`src/rtl/aes_block_assembler.sv`:
```
// aes_block_assembler: packs UART bytes into one plaintext block for the AES core.
// A partial block is dropped after an inter-byte timeout. A full block is held
// under a valid/ready handshake, and bytes that arrive meanwhile are dropped and flagged.
module aes_block_assembler #(
  parameter int unsigned BLOCK_BYTES  = 16,
  parameter int unsigned TIMEOUT_CLKS = 3480
) (
  input  logic                                 i_Clock,
  input  logic                                 i_Rst_n,
  input  logic                                 i_Clear,
  input  logic                                 i_Rx_DV,
  input  logic [7:0]                           i_Rx_Byte,
  output logic                                 o_Block_Valid,
  input  logic                                 i_Block_Ready,
  output logic [0:BLOCK_BYTES*8-1]             o_Block,
  output logic [$clog2(BLOCK_BYTES+1)-1:0]     o_Byte_Count,
  output logic                                 o_Timeout,
  output logic                                 o_Overrun
);

  localparam int unsigned CW = $clog2(BLOCK_BYTES + 1);
  localparam int unsigned TW = (TIMEOUT_CLKS > 1) ? $clog2(TIMEOUT_CLKS) : 1;

  typedef enum logic [1:0] {StIdle, StFill, StFull} state_t;

  state_t                    r_state, w_state_d;
  logic [CW-1:0]             r_count, w_count_d;
  logic [TW-1:0]             r_timer, w_timer_d;
  logic [0:BLOCK_BYTES*8-1]  r_block, w_block_d;
  logic                      r_valid, r_timeout, r_overrun;
  logic                      w_timeout_d, w_overrun_d;
  logic                      w_wr_en;
  logic [CW-1:0]             w_wr_idx;

  // Next-state, byte-write and pulse decode.
  always_comb begin
    w_state_d   = r_state;
    w_count_d   = r_count;
    w_timer_d   = r_timer;
    w_timeout_d = 1'b0;
    w_overrun_d = 1'b0;
    w_wr_en     = 1'b0;
    w_wr_idx    = '0;
    unique case (r_state)
      StIdle: begin
        if (i_Rx_DV) begin
          w_wr_en   = 1'b1;
          w_count_d = CW'(1);
          w_timer_d = '0;
          w_state_d = StFill;
        end
      end
      StFill: begin
        if (i_Rx_DV) begin
          // A byte on the last timer cycle still counts; it wins over the timeout.
          w_wr_en   = 1'b1;
          w_wr_idx  = r_count;
          w_count_d = r_count + CW'(1);
          w_timer_d = '0;
          if (r_count == CW'(BLOCK_BYTES - 1)) w_state_d = StFull;
        end else if (r_timer == TW'(TIMEOUT_CLKS - 1)) begin
          w_state_d   = StIdle;
          w_count_d   = '0;
          w_timer_d   = '0;
          w_timeout_d = 1'b1;
        end else begin
          w_timer_d = r_timer + TW'(1);
        end
      end
      StFull: begin
        // r_valid is high throughout StFull, so ready alone completes the handshake.
        if (i_Block_Ready) begin
          w_timer_d = '0;
          if (i_Rx_DV) begin
            w_wr_en   = 1'b1;
            w_count_d = CW'(1);
            w_state_d = StFill;
          end else begin
            w_count_d = '0;
            w_state_d = StIdle;
          end
        end else if (i_Rx_DV) begin
          w_overrun_d = 1'b1;
        end
      end
      default: begin
        w_state_d = StIdle;
        w_count_d = '0;
        w_timer_d = '0;
      end
    endcase
  end

  // Byte lane write into the block image.
  always_comb begin
    w_block_d = r_block;
    for (int k = 0; k < int'(BLOCK_BYTES); k++) begin
      if (w_wr_en && (w_wr_idx == CW'(k))) w_block_d[k*8 +: 8] = i_Rx_Byte;
    end
  end

  // Registers: reset clears everything, clear flushes state but keeps the block image.
  always_ff @(posedge i_Clock) begin
    if (!i_Rst_n) begin
      r_state   <= StIdle;
      r_count   <= '0;
      r_timer   <= '0;
      r_block   <= '0;
      r_valid   <= 1'b0;
      r_timeout <= 1'b0;
      r_overrun <= 1'b0;
    end else if (i_Clear) begin
      r_state   <= StIdle;
      r_count   <= '0;
      r_timer   <= '0;
      r_valid   <= 1'b0;
      r_timeout <= 1'b0;
      r_overrun <= 1'b0;
    end else begin
      r_state   <= w_state_d;
      r_count   <= w_count_d;
      r_timer   <= w_timer_d;
      r_block   <= w_block_d;
      r_valid   <= (w_state_d == StFull);
      r_timeout <= w_timeout_d;
      r_overrun <= w_overrun_d;
    end
  end

  assign o_Block_Valid = r_valid;
  assign o_Block       = r_block;
  assign o_Byte_Count  = r_count;
  assign o_Timeout     = r_timeout;
  assign o_Overrun     = r_overrun;

endmodule

```
`config.mk`:
```
export PLATFORM = sky130hd
export DESIGN_NAME = aes_block_assembler
export DESIGN_NICKNAME = d
export VERILOG_FILES = /design/src/rtl/aes_block_assembler.sv
export SDC_FILE = /design/constraint.sdc
export NUM_CORES = 1
export LEC_CHECK = 0
export CELL_PAD_IN_SITES_DETAIL_PLACEMENT = 0
export CELL_PAD_IN_SITES_GLOBAL_PLACEMENT = 1
export CORE_MARGIN = 4
export CORE_UTILIZATION = 34
export DETAILED_ROUTE_END_ITERATION = 8
export GPL_TIMING_DRIVEN = 0
export PLACE_DENSITY = 0.75
export SLEW_MARGIN = 20
export SYNTH_ARGS = -nofsm -noshare
export SYNTH_HDL_FRONTEND = slang
export SYNTH_SLANG_ARGS = --single-unit
```
`constraint.sdc`:
```
create_clock -name i_Clock -period 1.8 [get_ports i_Clock]
set_clock_uncertainty 0.1 [all_clocks]
set_input_delay 0.27 -clock i_Clock [delete_from_list [all_inputs] [get_ports i_Clock]]
set_output_delay 0.27 -clock i_Clock [all_outputs]
set_load 0.05 [all_outputs]
```
* Yosys cells after proc, flatten, opt, wreduce, memory -nomap -nowiden
Cells that the tools add are included.
** Storage, ports and cells
- Bits in registers :: 150
- Bits in latches :: 0
- RAM bits :: 0
- ROM bits :: 0
- Bits of input ports :: 13
- Output and inout bits :: 136
- Logic and storage cells :: 115
- Memories kept :: 0
** Operators by class
- Add/sub/neg operators :: 2
- $mul :: 0
- Div/mod/pow operators :: 0
- $lt $le $gt $ge :: 0
- Eq/ne operators :: 23
- Shift operators :: 0
- Multiplexer cells :: 24
- Bitwise gates (word level) :: 4
- Reduce and logical (&&, ||, !) cells :: 40
** Operator list (count)
- 12-bit 2-to-1 mux :: 4
- 5-bit by 4-bit equality test with 1-bit output (second input constant) :: 9
- 12-bit case mux with 3 select lines :: 1
- 2-bit AND reduction :: 17
- 5-bit 2-to-1 mux :: 6
- 5-bit by 3-bit equality test with 1-bit output (second input constant) :: 4
- 1-bit logical AND :: 16
- 5-bit case mux with 3 select lines :: 1
- 12-bit by 1-bit adder with 12-bit output (second input constant) :: 1
- 12-bit equality test (second input constant) :: 1
- 5-bit by 2-bit equality test with 1-bit output (second input constant) :: 2
- 2-bit 2-to-1 mux :: 5
- 4-bit OR reduction :: 2
- 2-bit case mux with 3 select lines :: 1
- 5-bit by 1-bit adder with 5-bit output (second input constant) :: 1
- 5-bit by 1-bit equality test with 1-bit output (second input constant) :: 1
- 5-bit logical NOT :: 1
- 1-bit 2-to-1 mux :: 5
- 2-bit equality test (second input constant) :: 2
- 2-bit inequality test (second input constant) :: 2
- 1-bit inverter :: 4
- 2-bit OR reduction :: 2
- 3-bit inequality test (second input constant) :: 1
- 3-bit AND reduction :: 1
- 3 further kinds :: 3

* Logic depth before layout (Yosys ltp)
- Word-level depth :: 5
- Depth in mapped cells :: 7

* Least setup slack after synthesis
OpenSTA, ideal clock, no wires.
- Path type :: reg2reg
- Start point :: reg r_count[3] (netlist: o_Byte_Count[3])
- End point :: reg r_block (netlist bit o_Block[64])
- Library setup time :: 0.128 ns
- Data arrival time :: 1.858 ns
- Required time :: 1.572 ns
- Slack :: -0.285 ns
- Stages on the path, launching flop included :: 7
- Path buffers :: 2
- Period minus slack after synthesis :: 2.085 ns
- Cells stage by stage :: dfxtp_1 -> buf_4 -> nor2b_1 -> clkbuf_1 -> nand4_2 -> mux2i_1 -> nor2_1
** On the way
- Cells in the longest elaborated chain, start to end :: 5
** Ends and longest elaborated chain
- start: declaration :: line 27 : logic [CW-1:0] r_count, w_count_d;
- start signal: assignment :: line 121 : r_count <= w_count_d;
- 5-bit 2-to-1 mux :: line 54 : if (i_Rx_DV) begin
- 5-bit 2-to-1 mux :: line 44 : unique case (r_state)
- 5-bit by 4-bit equality test with 1-bit output :: line 98 : if (w_wr_en && (w_wr_idx == CW'(k))) w_block_d[k*8 +: 8] = i_Rx_Byte;
- 1-bit logical AND :: line 98
- 2-bit AND reduction (no source line)
- end signal: assignment :: line 123 : r_block <= w_block_d;
- end: declaration :: line 29 : logic [0:BLOCK_BYTES*8-1] r_block, w_block_d;
No other way between the ends.
A chain may end at the register's enable or synchronous reset.

* Worst setup path in the final report
- Start point :: reg r_count[1] (netlist: o_Byte_Count[1])
- End point :: reg r_block (netlist bit o_Block[1])
** On the way
- Cells in the longest elaborated chain, start to end :: 5
** Ends and longest elaborated chain (line)
- 5-bit 2-to-1 mux :: 54
- 5-bit 2-to-1 mux :: 44
- 5-bit logical NOT :: 98
- 1-bit logical AND :: 98
- 2-bit AND reduction (no source line)
No other way between the ends.

==> summary.txt <==
Clock network
  • Worst-path clk slew: 0.06 ns
  • Worst skew pair latency: 0.41 ns
  • CTS root buf: clkbuf_16
  • Hold buffers post-CTS: 0
  • CTS Buf Count: 17
  • CTS H-tree lvls: 4
  • CTS Buffer Depth: 2
  • CTS tree: built
  • # clock sinks: 150

Drt
  • Wl on met1: 7.47 mm
  • Vias after detailed routing: 4,855
  • DR WL met2: 8.46 mm
  • DR vias/cell: 4.88
  • Top Layer Used: met4
  • DRT iter0 DRCs: 257
  • Pre-Repair DR Iteration Count: 4
  • Remaining DRCs: 0
  • Final WL: 17.6 mm
  • Routed length per instance: 17.7 um
  • Final ANT Viol Nets: 0
  • Met3 WL: 1.42 mm

Floorplan
  • Die X: 140 um
  • Core Area: 17,200 um2
  • DIE AREA: 19,600 um2
  • Starting Density: 34.6%
  • Die H: 140 um
  • IO Count: 149
  • Row count: 48

Setup path
  • CP arrival: 1.98 ns
  • R2r worst-path depth: 4
  • Critical Path Start Type: flop
  • CP Class: reg -> reg
  • Critical-path maximum fanout: 8
  • Worst EP required: 1.97 ns
  • CP Capture Type: flop

Synthesis
  • Cells after Synth: 573
  • Synthesized Nets: 589
  • Top_reg_cell synth: dfxtp_1
  • Synth area leader: dfxtp_1
  • Netlist cell types: 52
  • Post-synth EDFFs: 0
  • Sequential fraction of the synthesis area: 50.6%
  • Commonest cells in the synthesized netlist: 150 x dfxtp_1, 137 x nor2_1, 120 x mux2i_1
  • Dominant cells by area after synthesis: dfxtp_1 51%, mux2i_1 20%, nor2_1 8.7%
  • Share of the synthesized area in the top cell type: 50.6%
  • Syn_area_per_cell: 10.4 um2
  • Fraction of registers with async set/reset: 0%
  • Register bit total from synthesis: 150
  • YS warnings: 0
  • Synth Cell Area: 5940 um2
  • Top-count cell post-synth: dfxtp_1

STA
  • Final Hold Fails: 0
  • Post-route setup slack: -0.0114 ns
  • Fmax achieved: 552 MHz
  • Final slew viol count: 0
  • Worst-Margin Slew: 0.695 ns
  • Min cycle time layout: 1.81 ns
  • Unrepaired setup endpoints after global routing: yes
  • Final setup viols: 2
  • Worst Hold Slack: 0.315 ns
  • Worst rel slew slack: 53.7%
  • Fin crit share: 101%

Placed design
  • Placement Setup Slack: -0.610 ns
  • DP Wirelength: 12.5 mm
  • RePlAce Congestion: 0.857
  • PortBufs: 148

Worst hold path
  • Hold path cells: 2
  • Worst hold path type: in -> reg

Layout
  • Nets: 773
  • Layout cell share with drive strength beyond 1: 14.5%
  • Synth-to-Final Area Change: 42.5%
  • Fill cells: 1,670
  • # diodes: 0

Global route
  • Initial antenna violation count: 0
  • Total GRT Usage: 17.9%
  • GRT Residual Overflow: 0
  • Largest net degree at the start of global routing: 17
  • First-pass GRT wire length: 27.8 mm
  • Via count of the first global-routing pass: 4,942

Job
  • Max cap viols: 0

Power and ir drop
  • Power density cells: 856 nW/um2
  • Worst VDD drop: 0.625 mV
  • Leak: 4.66 nW

Outcome
  • Status: finished with violations
  • Failing checks: setup timing
## cell usage in the layout, fill, tap and decap left out, types with 6 or more instances in the layout
cell type | netlist | final
dfxtp_1 | 150 | 142
nor2_1 | 137 | 135
dlygate4sd2_1 | 0 | 134
mux2i_1 | 120 | 120
clkbuf_1 | 26 | 24
buf_4 | 3 | 17
a21oi_1 | 18 | 17
clkbuf_16 | 0 | 17
nand4_4 | 9 | 10
nand3_1 | 11 | 10
clkdlybuf4s50_1 | 0 | 10
o21ai_2 | 0 | 8
clkbuf_2 | 0 | 6
o21ai_0 | 14 | 6
xor2_1 | 6 | 6
## power by group
part	internal (W)	switching (W)
registers	0.00333	0.0000119
clock network	0.00216	0.00139
logic	0.000105	0.000242
## routing by layer
layer	track usage (%)	vias to the layer above
met5	0	-
met1	21.2	2328
met3	7.41	22
met4	5.35	0
li1	-	2360
met2	30.0	145
## cell type report
class,count,area (um2),area share (%)
clock buffer,22,474,5.60
tap,225,282,3.33
sequential,150,3030,35.8
inverter,3,11.3,0.133
multi-input combinational,386,2920,34.5
clock inverter,10,119,1.40
buffer,33,166,1.97
timing repair buffer,166,1470,17.3
## sequential cells by signal (all words and copies together), names as in the netlist
register / flops
o_Block: 128
o_Block_Valid: 1
o_Byte_Count: 5
o_Overrun: 1
o_Timeout: 1
r_state: 2
r_timer: 12
## per-stage QoR
step | TNS [ns] | instance area (um2) | power [W] | cells | utilization [%]
global placement | -70.13 | 7730 | 0.00373 | 946 | 45.0
floorplan | -0.0485 | 5970 | 0.00360 | 573 | -
detailed placement | -72.66 | 7730 | 0.00374 | 946 | 45.0
finish | -0.0155 | 8460 | 0.00724 | 995 | 49.3
global route | -2.74 | 8460 | 0.00750 | 995 | 49.3
CTS | -0.147 | 8340 | 0.00729 | 987 | 48.5
## worst max-delay path, stage by stage, from the launching register on
cell and delay, ns:
dfxtp_4 0.36, or4_4 0.57, a211o_4 0.41, o21ai_2 0.15, a21oi_1 0.08
## cell families (layout without fill, tap and decap cells)
logic type,count (synthesis),after routing,share of synthesized area [%]
AND/OR/NAND/NOR,203,203,18.9
flip-flops,150,150,50.6
multiplexers,121,121,20.5
AO/OA/AOI/OAI,52,52,5.61
buffers and inverters,37,234,2.74
XOR/XNOR,7,7,1.03
adder cells (fa/ha/maj),3,3,0.632
## final timing paths
kind              startpoint          to  slack [ns]
max          o_Byte_Count[1]  o_Block[1]       -0.01
min                  i_Rx_DV   o_Overrun        0.31
max reg2reg  o_Byte_Count[1]  o_Block[1]       -0.01
min reg2reg       o_Block[2]  o_Block[2]        0.37
## repair_timing
action | in CTS | in global routing
endpoints found under the setup margin | 269 | 143
setup buffers | 9 | 10
resized for setup | 165 | 31
pin swaps | 5 | 17
(Power assumes the default switching activity.)
